## src/rtl/alarm_pkg.sv

```systemverilog
// Shared types and constants for the alarm-clock time-setting controller.
// Holds the setting FSM states, the field-select encodings and the BCD limits.
package alarm_pkg;

   typedef enum logic [1:0] {
      IDLE    = 2'd0,
      SET_HR  = 2'd1,
      SET_MIN = 2'd2
   } state_t;

   localparam logic [1:0] FIELD_NONE = 2'd0;
   localparam logic [1:0] FIELD_HR   = 2'd1;
   localparam logic [1:0] FIELD_MIN  = 2'd2;

   localparam logic [3:0] HR_MAX_T       = 4'd2;
   localparam logic [3:0] HR_MAX_U_AT_T2 = 4'd3;
   localparam logic [3:0] MIN_MAX_T      = 4'd5;
   localparam logic [3:0] DIGIT_MAX      = 4'd9;

   function automatic logic [1:0] field_of(input state_t s);
      case (s)
         SET_HR:  return FIELD_HR;
         SET_MIN: return FIELD_MIN;
         default: return FIELD_NONE;
      endcase
   endfunction

endpackage

```

## src/rtl/time_set_ctrl_edge_det.sv

```systemverilog
// Rising-edge detector for an already synchronized, debounced button level.
// rise is combinational from level and the registered previous level.
module edge_det (
   input  logic clk,
   input  logic resetn,
   input  logic level,
   output logic rise
);

   logic prev_q;

   always_ff @(posedge clk or negedge resetn) begin
      if (!resetn) prev_q <= 1'b0;
      else         prev_q <= level;
   end

   // prev cleared in reset, so a button held through release counts as a press
   assign rise = level & ~prev_q;

endmodule

```

## src/rtl/time_set_ctrl.sv

```systemverilog
// Mode/up button driven time-setting FSM producing BCD load strobes for hours and minutes.
// All outputs registered: one-cycle strobes appear the cycle after the clk edge that sees the press.
module time_set_ctrl
   import alarm_pkg::*;
(
   input  logic       clk,
   input  logic       resetn,
   input  logic       mode_btn,
   input  logic       up_btn,
   input  logic [3:0] hr_T_q,
   input  logic [3:0] hr_U_q,
   input  logic [3:0] min_T_q,
   input  logic [3:0] min_U_q,
   output logic       set_hr_T,
   output logic       set_hr_U,
   output logic       set_min_T,
   output logic       set_min_U,
   output logic [3:0] new_hr_T,
   output logic [3:0] new_hr_U,
   output logic [3:0] new_min_T,
   output logic [3:0] new_min_U,
   output logic       clr_sec,
   output logic [1:0] field
);

   logic mode_rise, up_rise;

   edge_det u_mode_edge (.clk(clk), .resetn(resetn), .level(mode_btn), .rise(mode_rise));
   edge_det u_up_edge   (.clk(clk), .resetn(resetn), .level(up_btn),   .rise(up_rise));

   state_t     state_q, state_d;
   logic [1:0] field_q;
   logic       set_hr_q, set_hr_d, set_min_q, set_min_d, clr_sec_q, clr_sec_d;
   logic [3:0] nhr_T_q, nhr_T_d, nhr_U_q, nhr_U_d;
   logic [3:0] nmin_T_q, nmin_T_d, nmin_U_q, nmin_U_d;
   logic [3:0] hr_inc_T, hr_inc_U, min_inc_T, min_inc_U;

   // Increment with wrap; any out-of-range hour (including 23) lands on 00
   always_comb begin
      hr_inc_T = 4'd0;
      hr_inc_U = 4'd0;
      if (hr_T_q > HR_MAX_T || hr_U_q > DIGIT_MAX ||
          (hr_T_q == HR_MAX_T && hr_U_q >= HR_MAX_U_AT_T2)) begin
         hr_inc_T = 4'd0;
         hr_inc_U = 4'd0;
      end else if (hr_U_q == DIGIT_MAX) begin
         hr_inc_T = hr_T_q + 4'd1;
         hr_inc_U = 4'd0;
      end else begin
         hr_inc_T = hr_T_q;
         hr_inc_U = hr_U_q + 4'd1;
      end
   end

   always_comb begin
      min_inc_T = 4'd0;
      min_inc_U = 4'd0;
      if (min_T_q > MIN_MAX_T || min_U_q > DIGIT_MAX ||
          (min_T_q == MIN_MAX_T && min_U_q == DIGIT_MAX)) begin
         min_inc_T = 4'd0;
         min_inc_U = 4'd0;
      end else if (min_U_q == DIGIT_MAX) begin
         min_inc_T = min_T_q + 4'd1;
         min_inc_U = 4'd0;
      end else begin
         min_inc_T = min_T_q;
         min_inc_U = min_U_q + 4'd1;
      end
   end

   // Mode press takes priority; a simultaneous up press is dropped
   always_comb begin
      state_d   = state_q;
      set_hr_d  = 1'b0;
      set_min_d = 1'b0;
      clr_sec_d = 1'b0;
      nhr_T_d   = 4'd0;
      nhr_U_d   = 4'd0;
      nmin_T_d  = 4'd0;
      nmin_U_d  = 4'd0;
      case (state_q)
         IDLE: begin
            if (mode_rise) state_d = SET_HR;
         end
         SET_HR: begin
            if (mode_rise) begin
               state_d = SET_MIN;
            end else if (up_rise) begin
               set_hr_d = 1'b1;
               nhr_T_d  = hr_inc_T;
               nhr_U_d  = hr_inc_U;
            end
         end
         SET_MIN: begin
            if (mode_rise) begin
               state_d   = IDLE;
               clr_sec_d = 1'b1;
            end else if (up_rise) begin
               set_min_d = 1'b1;
               nmin_T_d  = min_inc_T;
               nmin_U_d  = min_inc_U;
            end
         end
         default: state_d = IDLE;
      endcase
   end

   always_ff @(posedge clk or negedge resetn) begin
      if (!resetn) begin
         state_q   <= IDLE;
         field_q   <= FIELD_NONE;
         set_hr_q  <= 1'b0;
         set_min_q <= 1'b0;
         clr_sec_q <= 1'b0;
         nhr_T_q   <= 4'd0;
         nhr_U_q   <= 4'd0;
         nmin_T_q  <= 4'd0;
         nmin_U_q  <= 4'd0;
      end else begin
         state_q   <= state_d;
         field_q   <= field_of(state_d);
         set_hr_q  <= set_hr_d;
         set_min_q <= set_min_d;
         clr_sec_q <= clr_sec_d;
         nhr_T_q   <= nhr_T_d;
         nhr_U_q   <= nhr_U_d;
         nmin_T_q  <= nmin_T_d;
         nmin_U_q  <= nmin_U_d;
      end
   end

   assign set_hr_T  = set_hr_q;
   assign set_hr_U  = set_hr_q;
   assign set_min_T = set_min_q;
   assign set_min_U = set_min_q;
   assign new_hr_T  = nhr_T_q;
   assign new_hr_U  = nhr_U_q;
   assign new_min_T = nmin_T_q;
   assign new_min_U = nmin_U_q;
   assign clr_sec   = clr_sec_q;
   assign field     = field_q;

endmodule

```

## config.mk

```make
export PLATFORM = sky130hd
export DESIGN_NAME = time_set_ctrl
export DESIGN_NICKNAME = d
export VERILOG_FILES = /design/src/rtl/alarm_pkg.sv /design/src/rtl/time_set_ctrl_edge_det.sv /design/src/rtl/time_set_ctrl.sv
export SDC_FILE = /design/constraint.sdc
export NUM_CORES = 1
export LEC_CHECK = 0
export ABC_CLOCK_PERIOD_IN_PS = 1600
export BUFFER_PORTS_ARGS = -buffer_cell sky130_fd_sc_hd__buf_2
export CORE_ASPECT_RATIO = 0.6
export CORE_MARGIN = 8
export CORE_UTILIZATION = 46
export CTS_BUF_LIST = sky130_fd_sc_hd__clkbuf_4 sky130_fd_sc_hd__clkbuf_8
export DETAILED_ROUTE_END_ITERATION = 12
export PLACE_DENSITY = 0.76
export RECOVER_POWER = 50
export SYNTH_ARGS = -nofsm -noshare
export SYNTH_HDL_FRONTEND = slang
export SYNTH_SLANG_ARGS = --single-unit
```

## constraint.sdc

```tcl
create_clock -name clk -period 1.6 [get_ports clk]
set_input_delay 0.16 -clock clk [delete_from_list [all_inputs] [get_ports clk]]
set_output_delay 0.16 -clock clk [all_outputs]
set_load 0.05 [all_outputs]
```

==> reports/metrics.csv, run 1 <==
stage,metric,value,unit
place,dp_slack,0.141,ns
sta,fin_crit,1.51,ns
sta,finalCritPeriodShare,94.2,%
critical_path,rr_worst_depth,4,
critical_path,path_cells,nand2b_1 > nor4b_4 > o2111ai_4 > a211oi_2,
critical_path,required,1.78,ns
global_route,grt_start_max_net_pins,26,
layout,final_nets,175,
sta,rsz0062_at_grt,no,
sta,worst_pin_slew,0.606,ns
clocking,clock_sinks,25,
sta,setup_viol,0,
layout,diodes,0,
routing,wl_per_cell,13.6,um
min_path,holdPathStages,1,
min_path,hold_start,mode_btn,
floorplan,dieArea,4640,sq um
global_route,grt.met1_usage,13.5,%
layout,final_cells,181,
routing,drcViolationCount,0,
global_route,grt_pass1_vias,878,
global_route,grt_first_pass_wirelength,4110,um
routing,vias_per_cell,4.77,
global_route,overflow,0,
floorplan,core_area,2520,sq um
global_route,grt_most_used_layer,met2,
min_path,min_path_type,input port to flop,
clocking,clk_latency,0.26,ns
critical_path,start_kind,flop,
power,power,1.50,mW
clocking,cts_root_buffer,clkbuf_8,
yosys,avgSynthCellArea,11.7,sq um
min_path,holdPathEnd,u_mode_edge.prev_q,
clocking,postCtsSetupBuffers,0,
yosys,seq_area_frac_synth,50.8,%
power,leakage,0.773,nW
critical_path,r2r_slack,0.09,ns
yosys,syn_nets,130,
yosys,ys.warnings.count,0,
critical_path,r2r_start,state_q[1],
yosys,syn-cell-area,1230,sq um
clocking,cts_buffers,3,
routing,firstDrtPassIters,4,
clocking,htree_levels,1,
sta,slew_violations,0,
layout,stdcell_area,1500,sq um
place,place_congestion,0.816,
sta,max_slew_margin,59.8,%
place,dp_hpwl,2040,um
sta,fmax,664,MHz
floorplan,start_util,48.8,%
floorplan,die_w,82.8,um
critical_path,path_class,flop to flop,
global_route,met3_usage,5.16,%
clocking,clk_pin_slew,0.08,ns
sta,hold_viol_final,0,
status,outcome,finished clean,
run,drv_cap,0,
global_route,antenna_found_initial,0,
global_route,use_met2,17.8,%
sta,post-route-worst-setup-slack,0.0933,ns
critical_path,endpoint_kind,flop,
clocking,cts-hold-fix-buffers,1,
sta,finalClockSkew,0.00133,ns
critical_path,cp-startpoint,state_q[1],
place,dpl_cell_area,1460,sq um
sta,finalSetupTns,0,ns
floorplan,ios,43,
power,peakVddDrop,0.000674,V
floorplan,die_h,56.1,um
clocking,cts_tree,built,
routing,drt_wl_total,2460,um
critical_path,critical_path.max_fanout,7,
critical_path,cp_slowest_stage_delay,0.41,ns
layout,fillCellCount,227,
global_route,grt_use_total,11.6,%
critical_path,arrival,1.69,ns
place,io_buffers,42,
critical_path,reg2reg_to,new_hr_T[1],
floorplan,rows,14,
power,powerDensity,995,nW/um^2
yosys,ys_ff_latch,25,
clocking,post_cts_resized,0,
place,placed_cells,176,
layout,fin_util,59.6,%
layout,drive_gt1_share,32.2,%
routing,drt-initial-drc-count,16,
routing,vias,864,
critical_path,crit_path_top_delay_cell,dfrtp_1,
clocking,clock_path_buffers,2,
yosys,netlist_instances,105,
routing,ant_nets,0,
layout,area_delta_synth_final,22.2,%
sta,holdWs,0.0188,ns
yosys,synth_cell_types,31,
how the worst max path moves through the flow:
stage	slack [ns]	endpoint	depth (start not counted)
2_1_floorplan	0.29	new_hr_U[1]	4
3_3_place_gp	0.17	new_hr_U[1]	4
5_1_grt	0.02	new_hr_T[1]	4
6_report	0.09	new_hr_T[1]	4
3_5_place_dp	0.14	new_hr_U[1]	7
4_1_cts	0.12	new_hr_T[1]	4
report_power, final:
group          internal (mW)  switching [mW]
logic                  0.119           0.280
registers              0.688          0.0330
clock network          0.195           0.182
total                   1.00           0.495
critical path: cells and delay by family (launching register included):
kind             cells  cell delay (ns)
AO/OA/AOI/OAI        2             0.44
AND/OR/NAND/NOR      2             0.56
flip-flops           1             0.41
cells in the final DEF, fill, tap and decap left out, types with 2 or more instances in the layout:
master	netlist	routed
a211oi_1	2	2
a21oi_1	3	3
buf_2	0	33
buf_4	2	2
clkbuf_1	1	8
clkbuf_8	0	3
dfrtp_1	25	25
ha_1	5	5
inv_1	6	6
mux2i_1	3	3
nand2_1	5	5
nand2b_1	3	3
nor2_1	15	15
nor3_1	3	3
nor3b_1	2	2
nor4b_4	2	2
o21ai_0	3	3
xnor2_1	5	5
xor2_1	5	5
synthesized netlist by cell type (all sizes together):
| master | count | area [sq um] |
|---|---|---|
| nor3b | 2 | 15.0 |
| dfrtp | 25 | 626 |
| xor2 | 5 | 43.8 |
| nand3b | 2 | 27.5 |
| nand2 | 5 | 18.8 |
| conb | 1 | 3.75 |
| and4bb | 1 | 12.5 |
| a22oi | 1 | 7.51 |
| o21a | 1 | 7.51 |
| a31o | 1 | 8.76 |
| nor2 | 15 | 56.3 |
| o2111ai | 1 | 26.3 |
| a211oi | 3 | 27.5 |
| a21oi | 3 | 15.0 |
| mux2i | 3 | 30.0 |
| nor4bb | 1 | 16.3 |
| inv | 6 | 22.5 |
| nor2b | 1 | 6.26 |
| buf | 4 | 37.5 |
| ha | 5 | 62.6 |
| o21ai | 3 | 15.0 |
| xnor2 | 5 | 43.8 |
| nor3 | 4 | 25.0 |
| clkbuf | 1 | 3.75 |
| nand2b | 3 | 18.8 |
| nor4b | 2 | 47.6 |
| nand4 | 1 | 6.26 |
registers in the layout, indices dropped and copies added (netlist names):
| register | count |
|---|---|
| set_hr_T | 1 |
| field | 2 |
| clr_sec | 1 |
| new_min_U | 4 |
| new_hr_U | 4 |
| set_min_T | 1 |
| u_up_edge.prev_q | 1 |
| new_hr_T | 4 |
| state_q | 2 |
| u_mode_edge.prev_q | 1 |
| new_min_T | 4 |
layout make-up:
| class | count | area (sq um) | share of cell area, % |
|---|---|---|---|
| inverter | 6 | 22.5 | 1.50 |
| sequential | 25 | 626 | 41.6 |
| multi-input combinational | 69 | 542 | 36.0 |
| clock buffer | 4 | 48.8 | 3.24 |
| timing repair buffer | 45 | 225 | 15.0 |
| tap | 32 | 40.0 | 2.66 |
metal layers:
layer	routed length (um)	share of wire [%]	vias to the layer above
li1	-	-	437
met1	1020	41	400
met2	1200	49	22
met3	220	8.9	5
met4	31	1.3	0
met5	0	0	-
logic make-up (layout without fill, tap and decap cells):
kind of cell / Yosys count / after routing / share of synthesized area, %
muxes: 3 / 3 / 2.44
AOI/OAI and AO/OA: 13 / 13 / 8.74
buffers and inverters: 11 / 55 / 5.18
DFF: 25 / 25 / 50.8
xor gates and xnor gates: 10 / 10 / 7.11
other: 1 / 1 / 0.305
adders and majority gates: 5 / 5 / 5.08
and+or+nand+nor: 37 / 37 / 20.3
Power figures use the tool's default switching activity.
==> inputs of run 2 (changes only) <==
--- a/config.mk
+++ b/config.mk
@@ -10,10 +10,10 @@
 export CORE_ASPECT_RATIO = 0.6
 export CORE_MARGIN = 8
 export CORE_UTILIZATION = 46
-export CTS_BUF_LIST = sky130_fd_sc_hd__clkbuf_4 sky130_fd_sc_hd__clkbuf_8
 export DETAILED_ROUTE_END_ITERATION = 12
 export PLACE_DENSITY = 0.76
 export RECOVER_POWER = 50
+export SETUP_SLACK_MARGIN = 0.5
 export SYNTH_ARGS = -nofsm -noshare
 export SYNTH_HDL_FRONTEND = slang
 export SYNTH_SLANG_ARGS = --single-unit
==> reports/metrics.csv, run 2 (same netlist as run 1, synthesis figures left out) <==
stage,metric,value,unit,change
sta,finalSetupTns,0,ns,unchanged
clocking,clk_pin_slew,0.08,ns,about the same
sta,finalClockSkew,0.00158,ns,+0.000254 ns
power,p_int,1.08,mW,+7.6%
clocking,clock_sinks,25,,unchanged
clocking,htree_levels,1,,unchanged
clocking,clk_latency,0.26,ns,about the same
sta,fin_crit,1.38,ns,-0.128 ns
place,dp_slack,0.102,ns,-0.0386 ns
routing,drt-initial-drc-count,16,,unchanged
critical_path,rr_worst_depth,5,,+1
floorplan,die_h,56.1,um,unchanged
sta,setup_viol,0,,unchanged
critical_path,critical_path.max_fanout,7,,unchanged
critical_path,path_class,flop to flop,,
routing,firstDrtPassIters,4,,unchanged
global_route,antenna_found_initial,0,,unchanged
routing,ant_nets,0,,unchanged
sta,fmax,725,MHz,+9.3%
layout,diodes,0,,unchanged
sta,post-route-worst-setup-slack,0.221,ns,+0.128 ns
layout,drive_gt1_share,40.1,%,+7.9 points
sta,rsz0062_at_grt,yes,,
run,drv_cap,0,,unchanged
critical_path,r2r_start,u_mode_edge.prev_q,,
floorplan,ios,43,,unchanged
place,place_congestion,0.770,,-5.6%
clocking,cts_tree,built,,
min_path,hold_start,mode_btn,,
critical_path,start_kind,flop,,
sta,finalCritPeriodShare,86.2,%,-8.0 points
routing,drt_wl_total,2690,um,+9.3%
routing,drcViolationCount,0,,unchanged
power,powerDensity,1000,nW/um^2,+0.46%
routing,vias_per_cell,4.91,,+2.9%
critical_path,reg2reg_to,new_hr_U[1],,
sta,worst_pin_slew,0.622,ns,+0.0156 ns
place,dp_hpwl,2130,um,+4.6%
power,power_frac_clock,22.2,%,-3.0 points
floorplan,die_w,82.8,um,unchanged
power,p_switching,540,uW,+9.3%
min_path,holdPathStages,1,,unchanged
critical_path,arrival,1.57,ns,-0.12 ns
power,peakVddDrop,0.000749,V,+11%
global_route,grt_first_pass_wirelength,4430,um,+7.7%
floorplan,core_area,2520,sq um,unchanged
sta,hold_viol_final,0,,unchanged
power,p_comb_share,32.9,%,+6.3 points
global_route,overflow,0,,unchanged
layout,mostFrequentLayoutCells,"31 x buf_2, 25 x dfrtp_1, 12 x nor2_1",,
status,outcome,finished clean,,
floorplan,dieArea,4640,sq um,unchanged
critical_path,endpoint_kind,flop,,
global_route,grt_pass1_vias,987,,+12%
min_path,holdPathEnd,u_mode_edge.prev_q,,
clocking,cts_root_buffer,clkbuf_8,,
floorplan,start_util,48.8,%,unchanged
place,io_buffers,42,,unchanged
layout,final_nets,183,,+4.6%
sta,slew_violations,0,,unchanged
power,sw_frac_of_total,33.4,%,+0.35 points
layout,regArea,626,sq um,unchanged
critical_path,required,1.79,ns,about the same
routing,wl_per_cell,14.2,um,+4.7%
routing,vias,928,,+7.4%
power,leakage,0.825,nW,+6.7%
global_route,grt_start_max_net_pins,26,,unchanged
clocking,clock_path_buffers,2,,unchanged
layout,fillCellCount,216,,-4.8%
global_route,grt_use_total,12.3,%,+0.73 points
critical_path,r2r_slack,0.22,ns,+0.13 ns
floorplan,rows,14,,unchanged
min_path,min_path_type,input port to flop,,
clocking,cts_buffers,3,,unchanged
layout,multiInputGateArea,599,sq um,+11%
sta,max_slew_margin,58.7,%,-1.0 points
layout,area_delta_synth_final,31.5,%,
power,p_seq_share,44.9,%,-3.3 points
layout,mostFrequentLayoutCell,buf_2,,
run 2: cell count changes in the layout (fill, tap and decap cells not counted), moves of 3 or more:
cell,previous run,this run
nor3_2,1,4
buf_4,2,9
nor3_1,3,0
nor2_1,15,12
clkbuf_1,8,11
run 2: power by group through the flow:
stage | Sequential (mW) | Combinational, mW | Clock (mW)
after floorplan | 0.853 | 0.194 | 0
after global placement | 0.737 | 0.416 | 0
after detailed placement | 0.740 | 0.421 | 0
after CTS | 0.724 | 0.516 | 0.373
after global routing | 0.732 | 0.571 | 0.400
final | 0.727 | 0.533 | 0.359
run 2: worst max-delay path, cell delays in order, from the launching register on:
cell	delay [ns]
dfrtp_1	0.35
nor2b_1	0.05
buf_4	0.15
nor4b_4	0.33
o2111ai_4	0.23
nor3_2	0.20
run 2: per-stage QoR:
stage	total power, mW	area [sq um]	utilization (%)	cells	hold slack [ns]
3_3_place_gp	1.15	1460	58.0	176	0.167
2_1_floorplan	1.05	1240	-	105	-0.136
3_5_place_dp	1.16	1460	58.0	176	0.176
5_1_grt	1.70	1620	64.2	189	0.00480
6_report	1.62	1620	64.2	189	0.0165
4_1_cts	1.61	1600	63.3	188	0.0136
run 2: how the worst max path moves through the flow:
stage	slack, ns	to	cells past startpoint	from
after floorplan	0.30	new_min_U[1]	4	state_q[0]
after global placement	0.19	new_min_U[1]	4	state_q[0]
after detailed placement	0.10	new_hr_T[1]	7	hr_T_q[0]
after CTS	0.22	new_hr_T[1]	5	u_mode_edge.prev_q
after global routing	0.12	new_hr_T[1]	5	u_mode_edge.prev_q
final	0.22	new_hr_U[1]	5	u_mode_edge.prev_q
run 2: metal layers:
metal  GRT usage, %  part of all wire [%]  vias up
li1               -                     -      453
met1           13.4                    39      448
met2           20.6                    51       21
met3           5.16                   8.4        6
met4           4.40                   1.7        0
met5              0                     0        -
run 2: what timing repair did:
action / CTS / global route
endpoints found under the hold margin: 25 / 0
pin swaps: 9 / 5
setup endpoints to repair: 16 / 19
gates resized for setup: 7 / 6
hold buffers: 1 / 0
setup buffers: 7 / 1
run 2: layout make-up:
cell class	instances	area share, %
Multi-Input combinational cell	69	37.0
Clock buffer	4	2.78
Timing Repair Buffer	53	17.7
Tap cell	32	2.47
Sequential cell	25	38.6
Inverter	6	1.39
==> inputs of run 3 (changes only) <==
--- a/config.mk
+++ b/config.mk
@@ -5,13 +5,14 @@
 export SDC_FILE = /design/constraint.sdc
 export NUM_CORES = 1
 export LEC_CHECK = 0
+export ABC_AREA = 1
 export ABC_CLOCK_PERIOD_IN_PS = 1600
 export BUFFER_PORTS_ARGS = -buffer_cell sky130_fd_sc_hd__buf_2
 export CORE_ASPECT_RATIO = 0.6
 export CORE_MARGIN = 8
 export CORE_UTILIZATION = 46
 export DETAILED_ROUTE_END_ITERATION = 12
-export PLACE_DENSITY = 0.76
+export PLACE_DENSITY = 0.77
 export RECOVER_POWER = 50
 export SETUP_SLACK_MARGIN = 0.5
 export SYNTH_ARGS = -nofsm -noshare
==> reports/metrics.csv, run 3 <==
stage,metric,value,unit,change
status,outcome,finished clean,,
clocking,clock_path_buffers,2,,unchanged
critical_path,critical_path.max_fanout,1,,-6
critical_path,start_kind,flop,,
clocking,clock_sinks,25,,unchanged
clocking,cts_tree,built,,
routing,drt_wl_total,2680,um,-0.52%
global_route,grt_use_total,12.4,%,+0.028 points
yosys,synth_top_area_share,51.1,%,+0.31 points
place,dp_hpwl,2180,um,+2.1%
routing,firstDrtPassIters,4,,unchanged
clocking,cts_root_buffer,clkbuf_8,,
sta,finalClockSkew,0.00193,ns,+0.000343 ns
sta,fin_crit,1.23,ns,-0.150 ns
yosys,synth.most_common_cell,dfrtp_1,,
layout,area_delta_synth_final,24.5,%,
critical_path,reg2reg_to,new_min_T[0],,
yosys,synth_common_cells,"25 x dfrtp_1, 24 x nor2_1, 21 x nand2_1",,
yosys,avgSynthCellArea,9.06,sq um,-23%
critical_path,required,1.44,ns,-0.35 ns
routing,ant_nets,0,,unchanged
global_route,grt_first_pass_wirelength,4600,um,+3.7%
floorplan,dieArea,4620,sq um,-0.47%
yosys,synth_cell_types,21,,-32%
critical_path,r2r_start,state_q[0],,
sta,setup_viol,0,,unchanged
sta,hold_viol_final,0,,unchanged
routing,drt-initial-drc-count,35,,+19
global_route,grt_pass1_vias,1057,,+7.1%
sta,post-route-worst-setup-slack,0.371,ns,+0.150 ns
critical_path,arrival,1.07,ns,-0.50 ns
critical_path,cp_num_buf_inv,1,,unchanged
clocking,clk_pin_slew,0.08,ns,about the same
routing,wl_per_cell,12.6,um,-12%
yosys,ys_ff_latch,25,,unchanged
global_route,overflow,0,,unchanged
critical_path,critPathTopFamily,buffers and inverters,,
clocking,cts_buffers,3,,unchanged
floorplan,rows,14,,unchanged
min_path,hold_start,up_btn,,
yosys,yosysTopAreaCell,dfrtp_1,,
sta,worst_pin_slew,0.616,ns,-0.00520 ns
power,powerDensity,1000,nW/um^2,+0.12%
global_route,grt_start_max_net_pins,26,,unchanged
critical_path,path_class,flop to output port,,
layout,drive_gt1_share,30.9,%,-9.2 points
sta,rsz0062_at_grt,yes,,
place,io_buffers,42,,unchanged
floorplan,ios,43,,unchanged
sta,fmax,814,MHz,+12%
place,dp_slack,0.390,ns,+0.288 ns
critical_path,rr_worst_depth,5,,unchanged
min_path,min_path_type,input port to flop,,
routing,drcViolationCount,0,,unchanged
critical_path,endpoint_kind,output port,,
yosys,synthFlopType,dfrtp_1,,
yosys,seq_area_frac_synth,51.1,%,+0.31 points
yosys,netlist_instances,135,,+29%
layout,final_nets,207,,+13%
yosys,ys.warnings.count,0,,unchanged
layout,mostFrequentLayoutCell,buf_2,,
critical_path,path_cells,clkbuf_1,,
critical_path,cp_slowest_stage_delay,0.48,ns,+0.13 ns
place,place_congestion,0.798,,+3.5%
yosys,syn-cell-area,1220,sq um,-0.61%
critical_path,r2r_slack,0.38,ns,+0.16 ns
routing,vias,1000,,+7.8%
sta,slew_violations,0,,unchanged
clocking,clk_latency,0.26,ns,about the same
power,peakVddDrop,0.000745,V,-0.50%
floorplan,die_w,82.6,um,-0.25%
global_route,antenna_found_initial,0,,unchanged
floorplan,core_area,2520,sq um,unchanged
sta,finalCritPeriodShare,76.8,%,-9.3 points
critical_path,crit_path_top_delay_cell,clkbuf_1,,
sta,finalSetupTns,0,ns,unchanged
layout,mostFrequentLayoutCells,"35 x buf_2, 25 x dfrtp_1, 23 x nor2_1",,
min_path,holdPathStages,1,,unchanged
sta,max_slew_margin,59.1,%,+0.35 points
clocking,htree_levels,1,,unchanged
floorplan,start_util,48.5,%,-0.30 points
routing,vias_per_cell,4.69,,-4.4%
yosys,synth_edf_count,0,,unchanged
yosys,synthArstFlopShare,100,%,unchanged
min_path,holdPathEnd,u_up_edge.prev_q,,
run,drv_cap,0,,unchanged
yosys,syn_nets,160,,+23%
yosys,synth_area_leaders,"dfrtp_1 51%, nor2_1 7.4%, nand2_1 6.4%",,
power,leakage,0.852,nW,+3.2%
floorplan,die_h,56.0,um,-0.22%
layout,diodes,0,,unchanged
[run 3: cell types whose count changed after synthesis, moves of 4 or more]
cell | previous run | this run
nor2_1 | 15 | 24
inv_1 | 6 | 16
nand2_1 | 5 | 21
nor2_2 | 0 | 5
xnor2_1 | 5 | 1
nand3_1 | 0 | 8
[run 3: what timing repair did]
item,4_1_cts,5_1_grt
endpoints found under the setup margin,7,16
hold endpoints to repair,25,0
gates resized for setup,2,7
pin swaps,0,2
gates cloned,0,0
buffers inserted,0,1
hold buffers,1,0
[run 3: layout make-up]
class,instances,area (sq um)
fill,230,998
sequential,25,626
multi-input combinational,90,526
tap,32,40.0
timing repair buffer,44,220
inverter,18,67.6
clock buffer,4,45.0
[run 3: worst max path at each step]
stage                          start      endpoint  cells past startpoint
global placement          min_T_q[1]  new_min_T[3]                      8
floorplan                   set_hr_T      set_hr_U                      1
global route        u_up_edge.prev_q   new_hr_T[1]                      5
detailed placement        min_T_q[1]  new_min_T[3]                      8
finish                       clr_sec       clr_sec                      1
CTS                       state_q[0]  new_min_T[3]                      5
[run 3: kinds of logic after synthesis]
logic type               after synthesis  synth area share, %
adder cells (fa/ha/maj)                5                 5.11
AND/OR/NAND/NOR                       68                 27.6
buffers and inverters                 20                 6.75
AO/OA/AOI/OAI                          9                 4.09
XOR/XNOR                               7                 5.01
other                                  1                0.306
flip-flops                            25                 51.1
[run 3: layer usage]
metal / part of all wire [%] / track usage (%)
met1: 40 / 13.8
met2: 51 / 21.2
met4: 0.90 / 2.44
met3: 8.4 / 5.16
met5: 0 / 0
[run 3: metrics by stage]
stage	area (sq um)	hold slack, ns	total power, mW	cells	util [%]
floorplan	1220	-0.136	1.05	135	-
finish	1520	0.0198	1.52	213	60.4
global route	1520	0.0292	1.62	213	60.4
global placement	1460	0.158	1.16	207	57.8
detailed placement	1460	0.174	1.18	207	57.8
CTS	1520	0.0121	1.55	212	60.2
[run 3: power breakdown]
part	leakage (nW)	switching, mW	internal (mW)
Clock	0.0228	0.181	0.178
Sequential	0.336	0.0320	0.693
Combinational	0.493	0.327	0.114
